File: config.mk
export PLATFORM = sky130hd
export DESIGN_NAME = wm_program_controller
export DESIGN_NICKNAME = d
export VERILOG_FILES = /design/src/rtl/wm_pkg.sv /design/src/rtl/wm_phase_timer.sv /design/src/rtl/wm_program_controller.sv
export SDC_FILE = /design/constraint.sdc
export NUM_CORES = 1
export LEC_CHECK = 0
export CORE_MARGIN = 4
export CORE_UTILIZATION = 35
export CTS_CLUSTER_SIZE = 30
export DETAILED_ROUTE_END_ITERATION = 12
export GPL_ROUTABILITY_DRIVEN = 0
export PLACE_DENSITY = 0.63
export SETUP_SLACK_MARGIN = 0.2
export SLEW_MARGIN = 20
export SYNTH_ARGS = -nofsm -noshare
export SYNTH_HDL_FRONTEND = slang
export SYNTH_SLANG_ARGS = --single-unit
File: constraint.sdc
create_clock -name clock -period 3.6 [get_ports clock]
set_input_delay 0.54 -clock clock [delete_from_list [all_inputs] [get_ports clock]]
set_output_delay 0.54 -clock clock [all_outputs]
set_load 0.005 [all_outputs]
File: src/rtl/wm_pkg.sv
// Shared definitions for the washing-machine program controller.
//   State encoding, fault codes, field widths, and the actuator vector
//   with its Moore decode from a state value.
package wm_pkg;

  localparam int unsigned STATE_W  = 4;
  localparam int unsigned CREDIT_W = 4;
  localparam int unsigned FAULT_W  = 3;
  localparam int unsigned RINSE_W  = 3;
  localparam int unsigned RETRY_W  = 4;

  localparam logic [STATE_W-1:0] ST_IDLE  = 4'd0;
  localparam logic [STATE_W-1:0] ST_FILL  = 4'd1;
  localparam logic [STATE_W-1:0] ST_HEAT  = 4'd2;
  localparam logic [STATE_W-1:0] ST_WASH  = 4'd3;
  localparam logic [STATE_W-1:0] ST_DRAIN = 4'd4;
  localparam logic [STATE_W-1:0] ST_SPIN  = 4'd5;
  localparam logic [STATE_W-1:0] ST_DONE  = 4'd6;
  localparam logic [STATE_W-1:0] ST_FAULT = 4'd7;

  localparam logic [FAULT_W-1:0] FC_NONE  = 3'd0;
  localparam logic [FAULT_W-1:0] FC_FILL  = 3'd1;
  localparam logic [FAULT_W-1:0] FC_HEAT  = 3'd2;
  localparam logic [FAULT_W-1:0] FC_DRAIN = 3'd3;
  localparam logic [FAULT_W-1:0] FC_BAL   = 3'd4;
  localparam logic [FAULT_W-1:0] FC_MOTOR = 3'd5;
  localparam logic [FAULT_W-1:0] FC_LID   = 3'd6;

  typedef struct packed {
    logic valve;
    logic heater;
    logic motor;
    logic drain;
    logic lock;
  } act_t;

  // Actuators implied by a state; door stays locked for the whole wet program.
  function automatic act_t act_decode(input logic [STATE_W-1:0] st);
    act_t a;
    a = '0;
    case (st)
      ST_FILL:  begin a.valve  = 1'b1; a.lock = 1'b1; end
      ST_HEAT:  begin a.heater = 1'b1; a.lock = 1'b1; end
      ST_WASH:  begin a.motor  = 1'b1; a.lock = 1'b1; end
      ST_DRAIN: begin a.drain  = 1'b1; a.lock = 1'b1; end
      ST_SPIN:  begin a.motor  = 1'b1; a.drain = 1'b1; a.lock = 1'b1; end
      default:  a = '0;
    endcase
    return a;
  endfunction

endpackage

File: src/rtl/wm_phase_timer.sv
// Phase timer: counts cycles spent in the current phase.
//   clock, reset : clock and async active-high reset
//   clear_i      : restart from zero (takes priority over enable_i)
//   enable_i     : count this cycle
//   last_i       : terminal count (phase length minus one)
//   tc_c         : combinational, high on the final cycle of the phase
module wm_phase_timer #(
  parameter int unsigned CNT_W = 8
) (
  input  logic             clock,
  input  logic             reset,
  input  logic             clear_i,
  input  logic             enable_i,
  input  logic [CNT_W-1:0] last_i,
  output logic             tc_c
);

  logic [CNT_W-1:0] cnt_q, cnt_d;

  always_comb begin
    cnt_d = cnt_q;
    if (clear_i)       cnt_d = '0;
    else if (enable_i) cnt_d = cnt_q + CNT_W'(1);
  end

  always_ff @(posedge clock or posedge reset) begin
    if (reset) cnt_q <= '0;
    else       cnt_q <= cnt_d;
  end

  assign tc_c = enable_i && (cnt_q == last_i);

endmodule

File: src/rtl/wm_program_controller.sv
// Washing-machine program sequencer with coin credit, phase timers,
// rinse passes, spin retry on imbalance and latched fault codes.
//   in : clock, reset, sig_Lid_Closed, sig_Coin, sig_Cancel, sig_Full,
//        sig_Temperature, sig_Empty, sig_Out_Of_Balance, sig_Motor_Failure
//   out: state, valve_on, heater_on, motor_on, drain_on, door_lock,
//        credit, refund, completed, fault_code (all registered)
module wm_program_controller
  import wm_pkg::*;
#(
  parameter int unsigned PRICE_COINS  = 2,
  parameter int unsigned RINSE_PASSES = 2,
  parameter int unsigned FILL_TIMEOUT = 64,
  parameter int unsigned WASH_CYCLES  = 128,
  parameter int unsigned SPIN_CYCLES  = 64,
  parameter int unsigned MAX_RETRY    = 2,
  parameter int unsigned CNT_W        = 8
) (
  input  logic                clock,
  input  logic                reset,
  input  logic                sig_Lid_Closed,
  input  logic                sig_Coin,
  input  logic                sig_Cancel,
  input  logic                sig_Full,
  input  logic                sig_Temperature,
  input  logic                sig_Empty,
  input  logic                sig_Out_Of_Balance,
  input  logic                sig_Motor_Failure,
  output logic [STATE_W-1:0]  state,
  output logic                valve_on,
  output logic                heater_on,
  output logic                motor_on,
  output logic                drain_on,
  output logic                door_lock,
  output logic [CREDIT_W-1:0] credit,
  output logic                refund,
  output logic                completed,
  output logic [FAULT_W-1:0]  fault_code
);

  localparam logic [CNT_W-1:0]    FILL_LAST = CNT_W'(FILL_TIMEOUT - 1);
  localparam logic [CNT_W-1:0]    WASH_LAST = CNT_W'(WASH_CYCLES - 1);
  localparam logic [CNT_W-1:0]    SPIN_LAST = CNT_W'(SPIN_CYCLES - 1);
  localparam logic [CREDIT_W-1:0] PRICE     = CREDIT_W'(PRICE_COINS);
  localparam logic [RINSE_W-1:0]  RINSES    = RINSE_W'(RINSE_PASSES);
  localparam logic [RETRY_W-1:0]  RETRIES   = RETRY_W'(MAX_RETRY);

  logic [STATE_W-1:0]  state_q, state_d;
  logic [CREDIT_W-1:0] credit_q, credit_d;
  logic [RINSE_W-1:0]  rinse_q, rinse_d;
  logic [RETRY_W-1:0]  retry_q, retry_d;
  logic                abort_q, abort_d;
  logic [FAULT_W-1:0]  fault_q, fault_d;
  logic                refund_q, refund_d;
  logic                completed_q, completed_d;
  act_t                act_q, act_d;

  logic                restart;
  logic                timer_en, timer_tc;
  logic [CNT_W-1:0]    timer_last;

  // Per-state phase limit; the timer only runs in timed phases.
  always_comb begin
    timer_en   = 1'b0;
    timer_last = FILL_LAST;
    case (state_q)
      ST_FILL, ST_HEAT, ST_DRAIN: timer_en = 1'b1;
      ST_WASH: begin timer_en = 1'b1; timer_last = WASH_LAST; end
      ST_SPIN: begin timer_en = 1'b1; timer_last = SPIN_LAST; end
      default: timer_en = 1'b0;
    endcase
  end

  wm_phase_timer #(.CNT_W(CNT_W)) u_timer (
    .clock    (clock),
    .reset    (reset),
    .clear_i  ((state_d != state_q) || restart),
    .enable_i (timer_en),
    .last_i   (timer_last),
    .tc_c     (timer_tc)
  );

  // Next-state and bookkeeping logic.
  always_comb begin
    state_d     = state_q;
    credit_d    = credit_q;
    rinse_d     = rinse_q;
    retry_d     = retry_q;
    abort_d     = abort_q;
    fault_d     = fault_q;
    refund_d    = 1'b0;
    completed_d = 1'b0;
    restart     = 1'b0;

    case (state_q)
      ST_IDLE: begin
        // Cancel beats both start and coin; a coin on the start cycle is dropped.
        if (sig_Cancel) begin
          if (credit_q != '0) begin
            refund_d = 1'b1;
            credit_d = '0;
          end
        end else if ((credit_q == PRICE) && sig_Lid_Closed) begin
          state_d  = ST_FILL;
          credit_d = '0;
          rinse_d  = '0;
          retry_d  = '0;
          abort_d  = 1'b0;
        end else if (sig_Coin && (credit_q != PRICE)) begin
          credit_d = credit_q + CREDIT_W'(1);
        end
      end

      ST_FILL, ST_HEAT, ST_WASH, ST_DRAIN, ST_SPIN: begin
        if (sig_Motor_Failure) begin
          state_d = ST_FAULT;
          fault_d = FC_MOTOR;
        end else if (!sig_Lid_Closed) begin
          state_d = ST_FAULT;
          fault_d = FC_LID;
        end else if (sig_Cancel && (state_q != ST_DRAIN) && (state_q != ST_SPIN)) begin
          abort_d = 1'b1;
          state_d = ST_DRAIN;
        end else begin
          // Exit sensors are tested before the timeout so a last-cycle sensor wins.
          case (state_q)
            ST_FILL: begin
              if (sig_Full)      state_d = (rinse_q == '0) ? ST_HEAT : ST_WASH;
              else if (timer_tc) begin state_d = ST_FAULT; fault_d = FC_FILL; end
            end
            ST_HEAT: begin
              if (sig_Temperature) state_d = ST_WASH;
              else if (timer_tc)   begin state_d = ST_FAULT; fault_d = FC_HEAT; end
            end
            ST_WASH: begin
              if (timer_tc) state_d = ST_DRAIN;
            end
            ST_DRAIN: begin
              if (sig_Empty) begin
                if (abort_q) begin
                  state_d = ST_IDLE;
                  abort_d = 1'b0;
                  rinse_d = '0;
                  retry_d = '0;
                end else begin
                  state_d = ST_SPIN;
                end
              end else if (timer_tc) begin
                state_d = ST_FAULT;
                fault_d = FC_DRAIN;
              end
            end
            default: begin
              if (sig_Out_Of_Balance) begin
                if (retry_q >= RETRIES) begin
                  state_d = ST_FAULT;
                  fault_d = FC_BAL;
                end else begin
                  retry_d = retry_q + RETRY_W'(1);
                  restart = 1'b1;
                end
              end else if (timer_tc) begin
                if (rinse_q < RINSES) begin
                  rinse_d = rinse_q + RINSE_W'(1);
                  retry_d = '0;
                  state_d = ST_FILL;
                end else begin
                  state_d     = ST_DONE;
                  completed_d = 1'b1;
                end
              end
            end
          endcase
        end
      end

      ST_DONE: state_d = ST_IDLE;

      ST_FAULT: begin
        if (sig_Cancel && sig_Lid_Closed) begin
          state_d = ST_IDLE;
          fault_d = FC_NONE;
          rinse_d = '0;
          retry_d = '0;
          abort_d = 1'b0;
        end
      end

      default: state_d = ST_IDLE;
    endcase
  end

  // Actuators are decoded from the next state so they register alongside it.
  always_comb act_d = act_decode(state_d);

  always_ff @(posedge clock or posedge reset) begin
    if (reset) begin
      state_q     <= ST_IDLE;
      credit_q    <= '0;
      rinse_q     <= '0;
      retry_q     <= '0;
      abort_q     <= 1'b0;
      fault_q     <= FC_NONE;
      refund_q    <= 1'b0;
      completed_q <= 1'b0;
      act_q       <= '0;
    end else begin
      state_q     <= state_d;
      credit_q    <= credit_d;
      rinse_q     <= rinse_d;
      retry_q     <= retry_d;
      abort_q     <= abort_d;
      fault_q     <= fault_d;
      refund_q    <= refund_d;
      completed_q <= completed_d;
      act_q       <= act_d;
    end
  end

  assign state      = state_q;
  assign valve_on   = act_q.valve;
  assign heater_on  = act_q.heater;
  assign motor_on   = act_q.motor;
  assign drain_on   = act_q.drain;
  assign door_lock  = act_q.lock;
  assign credit     = credit_q;
  assign refund     = refund_q;
  assign completed  = completed_q;
  assign fault_code = fault_q;

endmodule

==> metrics.txt, run 1 <==
Layout area overhead=19.5%; power per cell area=673 nW/um^2; Chip Width=~92 um; htree depth=2; Final nets=333; Iter 0 DRT Violations=267; Synth area leaders=dfrtp_1 35%, nor2_1 4.7%, ha_1 4.1%; site row count=30; Fmax=0.332 GHz; share of cells above drive strength 1=0.0886; Final Hold Fails=0; synthesized net count=310; IR drop worst, VDD=0.190 mV; Final Skew=0.00389 ns; setup repair bufs after CTS=0; Core Region=6830 um^2; Clock Sinks=34; crit-path max FO=22; kind of critical path=register to register; total die area=roughly 8400 um^2; Power, Total=1.98 mW; most frequent cells in the layout=34 x dfrtp_1, 31 x nor2_1, 27 x clkdlybuf4s50_1; non-filler cells, final=412; gr usage total=0.153; R2R Setup Slk=0.58 ns; GRT Residual Overflow=0; dominant synthesized flop cell=dfrtp_1; Tcrit/Tclk final=0.838; min Tclk post-route=3.02 ns; WL/cell=approximately 15 um; Die Height=around 92 um; Synth warnings=0; Post-DRT Antenna Nets=0; Clock Latency Late Sink=approximately 0.30 ns; dpl cell area=2810 um^2; DR DRC count=0; Clock Path Buffers=2; Slew Viols, Final=0; data required time of the worst path=~3.8 ns; Slew HR=0.453; outcome=completed; First-pass DRT Iterations=4; placed insts=404; CP Data Arrival Time=3.18 ns; Max-cap violations=0; Finish-stage setup viols=0; Post-CTS Hold Buffers=0; clk slew on worst S/H paths=0.08 ns; vias=approximately 2,300; DR vias/cell=5.46; ant diodes=0; largest net degree at the start of global routing=35; first-pass GRT wire length=between 10,000 and 15,000 um; Mapped Area=2460 um^2; Yosys cell types=61; CTS tree=built; flops & latches, synth=34; final setup TNS=0 ns; share of the synthesized area in the top cell type=0.345; initial antenna violation count=0; crit path launch type=register; most common cell after layout, fill and taps aside=dfrtp_1; IO buf count=27; path category of the worst min-delay check=register to register; root buf cell=clkbuf_8; Post-Syn Instances=292; CP endpoint kind=register; Leak=1.20 nW; Final Cell Area=2940 um^2; async set-reset flop share out of synthesis=1.00; Starting Density=0.361; I/O pin count=28; EDFF count, synth=0; Synth Area per Inst=8.44 um^2; RSZ-0062 raised after global routing=false; Post-Route WL=6310 um; vias in the first global route=between 2,000 and 2,500; Seq/Total Area, Yosys=0.345; Synth area leader=dfrtp_1; Final Core Density=0.431; post-CTS sizing=0; Worst-Margin Slew=0.821 ns; Num CTS Buffers=5; HPWL Detailed=4530 um
## flip-flops by register name, indices dropped and copies added (netlist names), 3 cells and up
signal and cells:
state 4, u_timer.cnt_q 8, fault_code 3, credit 4
rinse_q 3, retry_q 4
## stage by stage
stage               hold slack [ns]  setup WS, ns
floorplan                     0.467          1.21
global placement              0.473         0.666
detailed placement            0.480         0.494
CTS                           0.498         0.602
global route                  0.539         0.455
finish                        0.489         0.584
## metal layers
metal / vias to the layer above / share of wire / wire length (um) / GRT usage
met2: 76 / 0.48 / 3000 / 0.246
met5: - / 0 / 0 / 0
li1: 1096 / - / - / -
met4: 0 / 0.012 / 77 / 0.0458
met3: 6 / 0.064 / 407 / 0.0345
met1: 1072 / 0.45 / 2820 / 0.204
## cell usage after synthesis, types with 2 or more instances
cell type and n:
mux2_1 2, dfrtp_1 34, nand4_1 3, ha_1 8, nor4_1 4, a31o_2 3, buf_1 3, nand2_1 23
buf_2 5, a211oi_1 3, and2_1 2, a21o_1 2, nand2b_1 5, clkbuf_1 5, nor3b_1 3, a21oi_1 12
a311oi_1 4, xor2_1 8, a22oi_1 2, o2111ai_1 2, o21ai_0 17, nor2b_1 8, o211ai_1 5, nand3_1 13
buf_4 2, o21a_1 3, nor2_1 31, inv_1 15, xnor2_1 4, a31oi_1 5, nor2_2 2, mux2i_1 3
buf_6 2, nor3_1 17, and3_1 5, a221oi_1 2
## final timing paths
check                              start          endpoint  cells after the start
max                             state[2]  u_timer.cnt_q[6]                      7
min in group asynchronous          reset  u_timer.cnt_q[7]                      3
max in group asynchronous          reset        retry_q[1]                      3
max reg2reg                     state[2]  u_timer.cnt_q[6]                      7
min                        fault_code[0]     fault_code[0]                      1
min reg2reg                fault_code[0]     fault_code[0]                      1
## worst max-delay path, cell delays in order, from the launching register on
cell and delay, ns:
dfrtp_1 0.88, nor3_2 0.12, nand2b_1 0.33, nor4_1 0.33
nor4_1 0.13, o31ai_4 0.43, mux2i_2 0.52, nor3_1 0.13
## area by class of cell
cell class              count  area (um^2)
clock buffers               5         68.8
clock inverters             3         68.8
fillers                   708         3890
inverters                  15         56.3
multi-input cells         226         1460
flip-flops and latches     34          851
well taps                  96          120
repair buffers             33          315
## logic make-up after synthesis
| family | Yosys count | share of synthesized area |
|---|---|---|
| and+or+nand+nor | 126 | 0.271 |
| AOI/OAI and AO/OA | 72 | 0.205 |
| DFF | 34 | 0.345 |
| buffers and inverters | 32 | 0.0604 |
| xor gates and xnor gates | 13 | 0.0493 |
| adders and majority gates | 8 | 0.0406 |
| muxes | 6 | 0.0269 |
| other | 1 | 0.00152 |
## power by group
part | internal [mW] | leakage, nW | switching [mW]
clock | 0.278 | 0.0683 | 0.159
sequential | 0.460 | 0.450 | 0.129
combinational | 0.424 | 0.680 | 0.531
total | 1.16 | 1.20 | 0.819
Power figures use the tool's default switching activity.
==> inputs of run 2 (changes only) <==
--- a/config.mk
+++ b/config.mk
@@ -10,7 +10,7 @@
 export CTS_CLUSTER_SIZE = 30
 export DETAILED_ROUTE_END_ITERATION = 12
 export GPL_ROUTABILITY_DRIVEN = 0
-export PLACE_DENSITY = 0.63
+export PLACE_DENSITY = 0.65
 export SETUP_SLACK_MARGIN = 0.2
 export SLEW_MARGIN = 20
 export SYNTH_ARGS = -nofsm -noshare
==> constraint.sdc (replaced) <==
create_clock -name clock -period 2.6 [get_ports clock]
set_input_delay 0.39 -clock clock [delete_from_list [all_inputs] [get_ports clock]]
set_output_delay 0.39 -clock clock [all_outputs]
set_load 0.005 [all_outputs]
==> run 2 against run 1 <==
Effect of this change: clock skew up 0.0032 ns; routed wire length grew 5.7%; register-to-register slack got worse by 0.36 ns; power grew 46%; largest cell class unchanged; non-clock buffer count rose by 29; combinational power up 86%; critical path depth increased by 2; sequential share of layout area is 2.6 points lower; die area did not move; utilization is 4.5 points higher; cell count grew 7.0%; worst setup slack got worse by 0.36 ns.
==> metrics.txt, run 2 (synthesis gave the netlist of run 1 again) <==
Clock Latency Late Sink=0.29 ns (about the same); I/O pin count=28 (unchanged); WL/cell=15.1 um (-1.3%); Post-Route WL=6670 um (+5.7%); Slew Viols, Final=0 (unchanged); min Tclk post-route=2.37 ns (-0.641 ns); pre-CTS WS=-0.00135 ns (-0.496 ns); Hold WS=0.489 ns (+0.000319 ns); Final Hold Fails=0 (unchanged); GRT Residual Overflow=0 (unchanged); Largest register FFs=8 (unchanged); Layout area overhead=32.0%; crit-path max FO=10 (-55%); DR vias/cell=5.31 (-2.8%); final worst slack=0.225 ns (-0.359 ns); Chip Width=91.9 um (unchanged); most used cell, CP=buf_4; first-pass GRT wire length=11,000 um (+4.9%); total die area=8450 um^2 (unchanged); IO buf count=27 (unchanged); largest net degree at the start of global routing=35 (unchanged); crit path launch type=register; htree depth=2 (unchanged); Fmax=0.421 GHz (+27%); IR drop worst, VDD=0.369 mV (+94%); vias in the first global route=2,278 (+11%); Clock Path Buffers=2 (unchanged); CTS tree=built; R2R Setup Slk=0.23 ns (-0.36 ns); max incr delay on CP=0.45 ns (-0.43 ns); outcome=completed; ant diodes=0 (unchanged); Leak=1.33 nW (+11%); Final Cell Area=3250 um^2 (+10%); Tcrit/Tclk final=0.913 (+0.0757); final setup TNS=0 ns (unchanged); vias=2,340 (+4.0%); Iter 0 DRT Violations=292 (+9.4%); CP Cell Sequence=buf_4 -> buf_4 -> a21o_1 -> nor2_2 -> nand3_2 -> mux2i_1 -> o2111ai_1 -> a311o_1 -> mux2_1; clk slew on worst S/H paths=0.07 ns (about the same); Final nets=362 (+8.7%); Die Height=91.9 um (unchanged); most frequent cells in the layout=32 x buf_4, 30 x nor2_1, 30 x dfrtp_1; First-pass DRT Iterations=4 (unchanged); Starting Density=0.361 (unchanged); Finish-stage setup viols=0 (unchanged); CP endpoint kind=register; path category of the worst min-delay check=primary input to async pin; RSZ-0062 raised after global routing=true; Max-cap violations=0 (unchanged); Reg with most FFs=u_timer.cnt_q; share of cells above drive strength 1=0.214 (+0.126); CP Data Arrival Time=2.55 ns (-0.63 ns); site row count=30 (unchanged); Core Region=6830 um^2 (unchanged); HPWL Detailed=4910 um (+8.3%); initial antenna violation count=0 (unchanged); data required time of the worst path=2.77 ns (-0.99 ns); Num CTS Buffers=5 (unchanged); family with the most delay on the worst path=compound AO/OA/AOI/OAI gates; CP max-delay cell=dfrtp_2; kind of critical path=register to register; DR DRC count=0 (unchanged); gr usage total=0.159 (+0.00584); Post-DRT Antenna Nets=0 (unchanged); worst path bufs/invs=2 (+2); most common cell after layout, fill and taps aside=buf_4; root buf cell=clkbuf_8; Final Skew=0.00706 ns (+0.00317 ns); Clock Sinks=34 (unchanged); dpl cell area=3000 um^2 (+7.0%); power per cell area=891 nW/um^2 (+32%)
run 2: timing repair:
action	in CTS	in global routing
hold endpoints to repair	0	0
endpoints found under the setup margin	11	15
buffers inserted	0	6
pin swaps	1	7
hold buffers	0	0
resized for setup	7	16
run 2: worst register-to-register path: stages, from the launching register on:
cell	delay, ns
dfrtp_2	0.45
buf_4	0.18
buf_4	0.17
a21o_1	0.18
nor2_2	0.14
nand3_2	0.09
mux2i_1	0.14
o2111ai_1	0.14
a311o_1	0.44
mux2_1	0.32
run 2: cell type report:
| type | instances | area (um^2) |
|---|---|---|
| well taps | 96 | 120 |
| fillers | 647 | 3580 |
| repair buffers | 62 | 571 |
| clock buffers | 6 | 72.6 |
| flip-flops and latches | 34 | 856 |
| multi-input cells | 226 | 1560 |
| inverters | 15 | 56.3 |
| clock inverters | 2 | 13.8 |
run 2: worst paths after layout:
check                              startpoint            end  cells past startpoint
min in group clock              fault_code[1]  fault_code[1]                      1
worst max-delay path                 state[3]  fault_code[1]                      9
worst max register to register       state[3]  fault_code[1]                      9
max in group asynchronous               reset       state[1]                      3
worst min register to register  fault_code[1]  fault_code[1]                      1
worst min-delay path                    reset      heater_on                      3
run 2: through the flow:
stage	utilization	cells	total power, mW
after floorplan	-	292	1.69
after global placement	0.440	427	2.31
after detailed placement	0.440	427	2.33
after CTS	0.458	435	2.78
after global routing	0.476	441	3.11
final	0.476	441	2.90
run 2: metal layers:
layer | routed length [um] | GRT usage | part of all wire | vias up
met2 | 3210 | 0.255 | 0.48 | 85
met5 | 0 | 0 | 0 | -
met1 | 2880 | 0.204 | 0.43 | 1080
li1 | - | - | - | 1158
met4 | 159 | 0.0557 | 0.024 | 0
met3 | 427 | 0.0435 | 0.064 | 17
run 2: power breakdown:
part | internal (mW) | total, mW | switching [mW]
clock network | 0.189 | 0.384 | 0.195
logic | 0.843 | 1.78 | 0.934
registers | 0.643 | 0.737 | 0.0936
==> inputs of run 3 (changes only) <==
--- a/config.mk
+++ b/config.mk
@@ -7,10 +7,9 @@
 export LEC_CHECK = 0
 export CORE_MARGIN = 4
 export CORE_UTILIZATION = 35
-export CTS_CLUSTER_SIZE = 30
 export DETAILED_ROUTE_END_ITERATION = 12
 export GPL_ROUTABILITY_DRIVEN = 0
-export PLACE_DENSITY = 0.65
+export PLACE_DENSITY = 0.57
 export SETUP_SLACK_MARGIN = 0.2
 export SLEW_MARGIN = 20
 export SYNTH_ARGS = -nofsm -noshare
==> run 3 against run 2 <==
Effect of this change: clock power rose by 29%; maximum frequency rose by 0.20%; final area shrank 0.27%; register-to-register slack is essentially flat; largest cell class unchanged; combinational power decreased by 4%; highest routed layer unchanged; clock skew is essentially flat.
==> metrics.txt, run 3 (synthesis gave the netlist of run 1 again) <==
htree depth=2 (unchanged); Final Cell Area=3240 um^2 (-0.27%); initial antenna violation count=0 (unchanged); clk slew on worst S/H paths=0.08 ns (about the same); Clock Path Buffers=2 (unchanged); first-pass GRT wire length=11,100 um (+0.82%); final setup TNS=0 ns (unchanged); Post-DRT Antenna Nets=0 (unchanged); CTS tree=built; data required time of the worst path=2.79 ns (+0.02 ns); most common cell after layout, fill and taps aside=dfrtp_1; DR DRC count=0 (unchanged); largest net degree at the start of global routing=35 (unchanged); Tcrit/Tclk final=0.912 (-0.00178); Post-Route WL=6820 um (+2.2%); Fmax=0.422 GHz (+0.20%); Layout area overhead=31.6%; Starting Density=0.361 (unchanged); Slew Viols, Final=0 (unchanged); ant diodes=0 (unchanged); Chip Width=91.9 um (unchanged); site row count=30 (unchanged); vias in the first global route=2,205 (-3.2%); RSZ-0062 raised after global routing=true; I/O pin count=28 (unchanged); GRT Residual Overflow=0 (unchanged); Die Height=91.9 um (unchanged); Core Region=6830 um^2 (unchanged); total die area=8450 um^2 (unchanged); IR drop worst, VDD=0.285 mV (-23%); Clock Sinks=34 (unchanged); Max-cap violations=0 (unchanged); CP Data Arrival Time=2.56 ns (about the same); dpl cell area=3000 um^2 (unchanged); most frequent cells in the layout=33 x dfrtp_1, 29 x nor2_1, 28 x buf_4; Reg with most FFs=u_timer.cnt_q; Hold WS=0.492 ns (+0.00342 ns); share of cells above drive strength 1=0.209 (-0.00567); WL/cell=15.6 um (+3.4%); power per cell area=899 nW/um^2 (+0.92%); Largest register FFs=8 (unchanged); kind of critical path=register to register; Clock Latency Late Sink=0.29 ns (about the same); CP endpoint kind=register; Finish-stage setup viols=0 (unchanged); Final Hold Fails=0 (unchanged); root buf cell=clkbuf_8; IO buf count=27 (unchanged); Final nets=357 (-1.4%); crit path launch type=register; path category of the worst min-delay check=register to register; HPWL Detailed=4930 um (+0.47%); crit-path max FO=8 (-2); DR vias/cell=5.44 (+2.5%); Final Skew=0.00731 ns (+0.000255 ns); First-pass DRT Iterations=5 (+1); vias=2,372 (+1.4%); min Tclk post-route=2.37 ns (-0.00464 ns); gr usage total=0.160 (+0.00138); Iter 0 DRT Violations=251 (-14%); Leak=1.32 nW (-1.3%); Post-CTS Hold Buffers=0 (unchanged); outcome=completed; Num CTS Buffers=5 (unchanged)
[run 3: cell types whose count changed in the layout (fill, tap and decap cells not counted), sizes merged]
| cell | delta |
|---|---|
| clkbuf | -1 |
| clkinvlp | +3 |
| clkinv | -2 |
| inv | -1 |
| buf | -5 |
| bufinv | +1 |
[run 3: cell type report]
| cell class | count | area (um^2) |
|---|---|---|
| clock buffer | 5 | 68.8 |
| multi-input combinational | 226 | 1580 |
| timing repair buffer | 57 | 520 |
| clock inverter | 3 | 45.0 |
| inverter | 15 | 60.1 |
| tap | 96 | 120 |
| fill | 649 | 3590 |
| sequential | 34 | 852 |
[run 3: metrics by stage]
stage,std cells,utilization,power (mW),setup WS [ns]
final,436,0.475,2.92,0.230
after global routing,436,0.475,3.12,0.112
after CTS,435,0.458,2.82,0.202
after detailed placement,427,0.440,2.31,-0.0180
after global placement,427,0.440,2.31,0.0201
after floorplan,292,-,1.69,0.214
[run 3: per-layer routing]
| metal | track usage | vias to the layer above | share of wire | wire length [um] |
|---|---|---|---|---|
| met5 | 0 | - | 0 | 0 |
| met4 | 0.0458 | 0 | 0.016 | 106 |
| met3 | 0.0369 | 12 | 0.055 | 373 |
| met2 | 0.253 | 71 | 0.46 | 3160 |
| met1 | 0.218 | 1129 | 0.47 | 3170 |
| li1 | - | 1160 | - | - |
[run 3: final timing paths]
path                               start               end  slack (ns)  cells past startpoint
setup / recovery                state[3]  u_timer.cnt_q[7]        0.23                      9
hold / removal             fault_code[1]     fault_code[1]        0.49                      1
setup reg to reg                state[3]  u_timer.cnt_q[7]        0.23                      9
hold reg to reg            fault_code[1]     fault_code[1]        0.49                      1
max in group asynchronous          reset          state[3]        1.74                      3
min in group asynchronous          reset         heater_on        0.51                      3
[run 3: where the power goes]
| part | internal [mW] | switching, mW |
|---|---|---|
| sequential | 0.639 | 0.0860 |
| clock | 0.285 | 0.210 |
| combinational | 0.765 | 0.931 |
[run 3: critical path, stage by stage (launching register included)]
cell and delay, ns:
dfrtp_2 0.48, nor4bb_4 0.34, xnor2_2 0.24, o211ai_2 0.18, nor4_2 0.25, buf_4 0.16
o31ai_4 0.06, mux2i_2 0.16, buf_4 0.18, nor3_1 0.23
[run 3: timing repair]
item | in CTS | in global routing
resized for setup | 3 | 22
setup buffers | 0 | 1
pin swaps | 0 | 3
endpoints found under the setup margin | 8 | 14
